--- config.mk ---
export PLATFORM = sky130hd
export DESIGN_NAME = ms_port_arbiter
export DESIGN_NICKNAME = d
export VERILOG_FILES = /design/src/rtl/ms_port_arbiter.sv
export SDC_FILE = /design/constraint.sdc
export NUM_CORES = 1
export LEC_CHECK = 0
export CAP_MARGIN = 20
export CORE_MARGIN = 4
export CORE_UTILIZATION = 35
export CTS_BUF_LIST = sky130_fd_sc_hd__clkbuf_16
export CTS_CLUSTER_SIZE = 30
export DETAILED_ROUTE_END_ITERATION = 16
export PLACE_DENSITY = 0.72
export SYNTH_ARGS = -nofsm -noshare
export SYNTH_HDL_FRONTEND = slang
export SYNTH_SLANG_ARGS = --single-unit
--- constraint.sdc ---
create_clock -name clk -period 2 [get_ports clk]
set_clock_uncertainty 0.2 [all_clocks]
set_input_delay 0.4 -clock clk [delete_from_list [all_inputs] [get_ports clk]]
set_output_delay 0.4 -clock clk [all_outputs]
set_load 0.02 [all_outputs]
--- src/rtl/ms_port_arbiter.sv ---
// ms_port_arbiter: round-robin arbiter that moves one value from either of two
// notify/sync requesters onto a single blocking master output port.
//
// Ports:
//   clk, rst          rising-edge clock, asynchronous active-low reset
//   reqN_in           requester N data
//   reqN_in_sync      requester N has valid data (held until reqN_notify)
//   reqN_notify       one-cycle pulse: requester N data captured
//   m_out             registered master data, stable until accepted
//   m_out_notify      master output valid
//   m_out_sync        consumer accepts m_out this cycle
//   xfer_count        completed transfers, wrapping
//   last_src          requester of the most recently completed transfer
module ms_port_arbiter #(
  parameter int unsigned DATA_W = 32,
  parameter int unsigned CNT_W  = 16
) (
  input  logic              clk,
  input  logic              rst,
  input  logic [DATA_W-1:0] req0_in,
  input  logic              req0_in_sync,
  output logic              req0_notify,
  input  logic [DATA_W-1:0] req1_in,
  input  logic              req1_in_sync,
  output logic              req1_notify,
  output logic [DATA_W-1:0] m_out,
  output logic              m_out_notify,
  input  logic              m_out_sync,
  output logic [CNT_W-1:0]  xfer_count,
  output logic              last_src
);

  typedef enum logic [0:0] {SectionIdle, SectionSend} state_e;

  state_e              state_q, state_d;
  logic [DATA_W-1:0]   m_out_q, m_out_d;
  logic                m_out_notify_q, m_out_notify_d;
  logic                req0_notify_q, req0_notify_d;
  logic                req1_notify_q, req1_notify_d;
  logic [CNT_W-1:0]    xfer_count_q, xfer_count_d;
  logic                last_src_q, last_src_d;
  logic                ptr_q, ptr_d;
  logic                cur_src_q, cur_src_d;
  logic                grant;

  // On a tie the requester that did not win last time is served; with a lone
  // request the active requester is served.
  always_comb begin
    if (req0_in_sync && req1_in_sync) begin
      grant = ~ptr_q;
    end else begin
      grant = req1_in_sync;
    end
  end

  always_comb begin
    state_d        = state_q;
    m_out_d        = m_out_q;
    m_out_notify_d = m_out_notify_q;
    req0_notify_d  = 1'b0;
    req1_notify_d  = 1'b0;
    xfer_count_d   = xfer_count_q;
    last_src_d     = last_src_q;
    ptr_d          = ptr_q;
    cur_src_d      = cur_src_q;

    unique case (state_q)
      SectionIdle: begin
        // m_out_sync is deliberately ignored here.
        if (req0_in_sync || req1_in_sync) begin
          m_out_d        = grant ? req1_in : req0_in;
          cur_src_d      = grant;
          m_out_notify_d = 1'b1;
          req0_notify_d  = ~grant;
          req1_notify_d  = grant;
          state_d        = SectionSend;
        end
      end
      SectionSend: begin
        // Requester syncs are ignored; no capture on the completion edge.
        if (m_out_sync) begin
          m_out_notify_d = 1'b0;
          xfer_count_d   = xfer_count_q + CNT_W'(1);
          last_src_d     = cur_src_q;
          ptr_d          = cur_src_q;
          state_d        = SectionIdle;
        end
      end
      default: state_d = SectionIdle;
    endcase
  end

  always_ff @(posedge clk or negedge rst) begin
    if (!rst) begin
      state_q        <= SectionIdle;
      m_out_q        <= '0;
      m_out_notify_q <= 1'b0;
      req0_notify_q  <= 1'b0;
      req1_notify_q  <= 1'b0;
      xfer_count_q   <= '0;
      last_src_q     <= 1'b1;
      ptr_q          <= 1'b1;
      cur_src_q      <= 1'b0;
    end else begin
      state_q        <= state_d;
      m_out_q        <= m_out_d;
      m_out_notify_q <= m_out_notify_d;
      req0_notify_q  <= req0_notify_d;
      req1_notify_q  <= req1_notify_d;
      xfer_count_q   <= xfer_count_d;
      last_src_q     <= last_src_d;
      ptr_q          <= ptr_d;
      cur_src_q      <= cur_src_d;
    end
  end

  assign m_out        = m_out_q;
  assign m_out_notify = m_out_notify_q;
  assign req0_notify  = req0_notify_q;
  assign req1_notify  = req1_notify_q;
  assign xfer_count   = xfer_count_q;
  assign last_src     = last_src_q;

endmodule
=== After elaboration in Yosys (flattened, before gate mapping) ===
Cells that the tools add are included.

* Input bits: 69
* Flip-flop bits (word level): 54

* Reductions and logical operators: 5
* Bitwise operators: 3
* Mux-type cells: 12
* Equal/unequal tests: 2
* Add/sub/neg operators: 1

{| class="wikitable"
|+ Operators with widths
! operator !! number
|-
| $mux 32 || 1
|-
| $add 16x1->16 const B || 1
|-
| $mux 1 || 9
|-
| $reduce_and 2->1 || 3
|-
| $ne 2x2->1 const B || 2
|-
| $pmux 1 s2 || 2
|-
| $not 1->1 || 3
|-
| $logic_and 1x1->1 || 1
|-
| $logic_or 1x1->1 || 1
|}

=== Depth between registers and ports, before layout ===
* Word-level depth: 5
* Gate-level depth with buffers: 5
* Mapped depth without buffers: 5

=== Worst setup path before layout ===
OpenSTA, ideal clock, no wires.

* Path kind: register to register
* Start: register xfer_count_q[0] (netlist: xfer_count[0])
* End: register xfer_count_q[14] (netlist: xfer_count[14])
* Library setup time: 0.080 ns
* Stages on the path, launching flop included: 6
* Period minus slack after synthesis: 1.775 ns
* Path slack: 0.225 ns
* Buffers on the path: 0
* Data arrival time: 1.496 ns
* Path through: dfrtp_1 ha_1 nand3_1 or4_4 nor2_2 xor2_1

* Cells in the longest elaborated chain, start to end: 1

{| class="wikitable"
|+ RTL lines
! item !! line !! source
|-
| from (decl) || 40 || <nowiki>logic [CNT_W-1:0] xfer_count_q, xfer_count_d;</nowiki>
|-
| from (signal assigned) || 110 || <nowiki>xfer_count_q <= xfer_count_d;</nowiki>
|-
| $add 16x1->16 || 83 || <nowiki>xfer_count_d = xfer_count_q + CNT_W'(1);</nowiki>
|}

No other way between the ends.
A chain may end at the register's enable or synchronous reset.

=== Final worst setup path ===
* Start: register xfer_count_q[10] (netlist: xfer_count[10])
* End: output port xfer_count[10]

{| class="wikitable"
|+ RTL lines
! item !! line !! source
|-
| to (decl) || 29 || <nowiki>output logic [CNT_W-1:0] xfer_count,</nowiki>
|}

No word-level cell between the ends.

==> results by stage <==
Clocking:
- The clock insertion delay at the later pin of the skew report is 290 ps.
- The worst-case clock buffer depth is 2.
- The number of buffers inserted during clock tree synthesis is 5.
- The number of buffers inserted by post-CTS setup repair is 0.
- Clock tree synthesis selected as its root buffer the cell clkbuf_16.
- In this run the number of H-tree levels came out at 2.
- Clock-pin slew was measured on the worst setup and hold paths at 70 ps.
- The number of clock sinks seen by CTS is 54.
- TritonCTS built the clock tree.

Logic synthesis:
- The leading area contributor after synthesis is dfrtp_1.
- By count the netlist is led by 53 x dfrtp_1, 38 x nand2_1, 32 x mux2i_1, 32 x o21ai_0, 10 x xnor2_1.
- By instance count, the leading cell after synthesis is dfrtp_1.
- The primary flip-flop cell chosen by synthesis mapping is dfrtp_1.
- Sequential elements use 57.1% of the synthesized area.
- The synthesized design contains 54 register bits.
- A synthesized cell averages 11.1 sq um.
- The cell area after synthesis is 2370 sq um.
- During synthesis, Yosys emitted a total of 0 warnings.
- The number of different library cells in the post-synthesis netlist is 27.
- The cell count after synthesis is 213.
- Yosys mapped a number of flops with a built-in enable equal to 0.
- After synthesis, the share of flip-flops with an asynchronous set or reset is 100%.
- The proportion of netlist area held by the largest area contributor is 56.0%.
- By area the synthesized netlist is led by dfrtp_1 56%, mux2i_1 14%, o21ai_0 6.8%.
- Synthesis produced a netlist with a net count of 283.

Min path:
- The class of the worst hold path is register to register.
- The startpoint identified for the worst hold timing path is xfer_count[15]$_DFFE_PN0P_.

Global route:
- The wire length of the first global-routing pass is 9680 um.
- Global routing finished with a remaining overflow of 0.
- The number of antenna violations at the first check in global routing came to 0.
- The aggregate global-route resource usage is 14.3%.
- The maximum number of pins on one net before global-route repair is 55.
- The number of global-route vias before repair was 2,121.

Timing:
- The sum of negative setup slack is 0 ps.
- Derived from the worst setup path, the maximum achievable clock frequency is 513 MHz.
- Setup violations remaining at the end of the flow were counted as 0.
- The final max-slew violation count was 0.
- Setup repair after global routing left no endpoint under its margin.
- In the post-route analysis, the smallest setup slack over all paths is 50.6 ps.
- Measured against its own limit, the worst slew margin works out to 81.1%.
- After layout, the worst path uses 97.5% of the clock period.
- The transition time of the tightest slew-check pin is 281 ps.
- Subtracting the final worst setup slack from the clock period gives 1950 ps.
- The hold violation count in the final report is 0.

Power:
- IR analysis of the VDD net gives a maximum drop of 394 uV.
- The static power due to leakage is 0.00177 uW.
- The design draws 3870 uW.
- For this design the ratio of total power to cell area is 984 nW/um^2.

Setup path:
- The launching element type of the critical path is a register.
- The top fanout value on the critical path is 5.
- The required time at the endpoint of the critical path is 1400 ps.
- In this run the critical register-to-register path is launched from xfer_count[0]$_DFFE_PN0P_.
- On the critical path the largest part of the delay comes from buffers and inverters.
- The cell with the largest stage delay on the worst path is clkdlybuf4s50_1.
- The worst setup path is captured at a primary output.
- At the worst endpoint, the arrival time is 1350 ps.
- Walking the worst path, the cells encountered are clkdlybuf4s50_1.
- The count of buffering cells on the critical path with inverters included is 1.
- The delay of the slowest critical-path stage is 640 ps.
- By startpoint and endpoint, the worst setup path is classified as register to primary output.
- In this run the register-to-register setup slack is 210 ps.
- Tracing the worst setup path back leads to its startpoint at xfer_count[10]$_DFFE_PN0P_.

Drt:
- The average wire per cell in the routed design is 13.6 um.
- The detailed-route DRC error count is 0.
- The number of vias in the routed layout is 1,949.
- The number of antenna-violating nets in the routed design is 0.
- The number of violations reported at the end of detailed-routing iteration 0 is 45.
- The via count normalized by instance count is 4.67.
- After detailed routing, the total wire length is 5660 um.
- The number of detailed-routing iterations run before antenna repair is 4.

Cells and area:
- The final non-filler cell area is 3940 sq um.
- The post-layout net count is 409.
- The final antenna diode count is 0.
- The layout has 587 filler cells.
- Of the cells placed in the final design, the portion with a size suffix greater than 1 is 7.94%.
- The area growth from synthesis to layout is 66.3%.

Placement:
- At the end of routability-driven placement, the weighted congestion stood at 0.779.
- Before CTS, the worst setup slack after placement is -143 ps.
- Summing all placed instances gives a cell area of 3760 sq um.
- The number of buffers inserted by port buffering is 120.
- Detailed placement ended at an HPWL of 4450 um.

Run status:
- The run finished with clean final reports.

Floorplanning:
- The height of the die is 90.2 um.
- During I/O placement, the number of pins put on the boundary was 121.
- The core region area is 6460 sq um.
- The floorplan step set the die width to 90.2 um.
- The effective utilization at floorplan is 36.7%.
- The number of core rows is 29.
- The die covers 8140 sq um.

Flow run:
- Across the run, the number of max-cap violations was 0.
==> cell type report <==
cell class	instances	area, sq um	area share [%]
well taps	77	96.3	2.45
clock buffers	5	125	3.18
inverters	3	11.3	0.286
multi-input cells	145	971	24.7
clock inverters	3	40.0	1.02
flip-flops and latches	54	1350	34.4
repair buffers	130	1340	34.0
==> report_power, final <==
part / total, uW / leakage, uW / internal (uW) / switching, uW
clock: 957 / 0.0000836 / 586 / 371
combinational: 1400 / 0.00101 / 738 / 663
sequential: 1510 / 0.000674 / 1340 / 176
total: 3870 / 0.00177 / 2660 / 1210
==> sequential cells by signal (all words and copies together) (netlist names) <==
name / flops
req0_notify: 1
cur_src_q: 1
req1_notify: 1
m_out_notify: 1
m_out: 32
xfer_count: 16
ptr_q: 1
state_q: 1
==> logic make-up (layout without fill, tap and decap cells) <==
group                      after synthesis  in the layout  share of synthesized area [%]
AOI/OAI and AO/OA                       37             37                           8.40
xor gates and xnor gates                15             15                           5.55
adders and majority gates                1              1                          0.528
buffers and inverters                   14            141                           2.80
DFF                                     54             54                           57.1
muxes                                   34             34                           14.5
and+or+nand+nor                         58             58                           11.1
==> metrics by stage <==
stage	hold slack (ps)	instances	utilization, %
5_1_grt	301	417	60.9
2_1_floorplan	-95.6	213	-
3_3_place_gp	220	408	58.2
4_1_cts	275	417	60.9
3_5_place_dp	224	408	58.2
6_report	267	417	60.9
==> worst paths after layout <==
check	endpoint	cells past startpoint
setup / recovery	xfer_count[10]	1
hold / removal	xfer_count[15]$_DFFE_PN0P_	1
setup reg to reg	xfer_count[12]$_DFFE_PN0P_	5
hold reg to reg	xfer_count[15]$_DFFE_PN0P_	1
max in group asynchronous	ptr_q$_DFFE_PN1P_	3
min in group asynchronous	xfer_count[3]$_DFFE_PN0P_	3
==> placed cells by master, fill, tap and decap left out, types with 5 or more instances in the layout <==
cell             netlist  routed
clkbuf_16              0       5
mux2i_1               32      32
buf_12                 0       5
o21ai_0               32      32
xor2_1                 5       5
clkdlybuf4s50_1        0     116
xnor2_1               10      10
dfrtp_1               53      53
nand2_1               38      38
==> what timing repair did <==
item	CTS	global route
gates resized for setup	1	2
hold endpoints to repair	53	0
cloned	0	0
setup endpoints to repair	1	2
pin swaps	0	0
hold buffers	1	0
==> metal layers <==
layer | up-vias | GRT usage, % | wire length [um]
met4 | 0 | 2.68 | 17
met5 | - | 0 | 0
met2 | 74 | 26.6 | 2950
met1 | 894 | 15.8 | 2200
met3 | 2 | 5.09 | 486
li1 | 979 | - | -
Power figures use the tool's default switching activity.
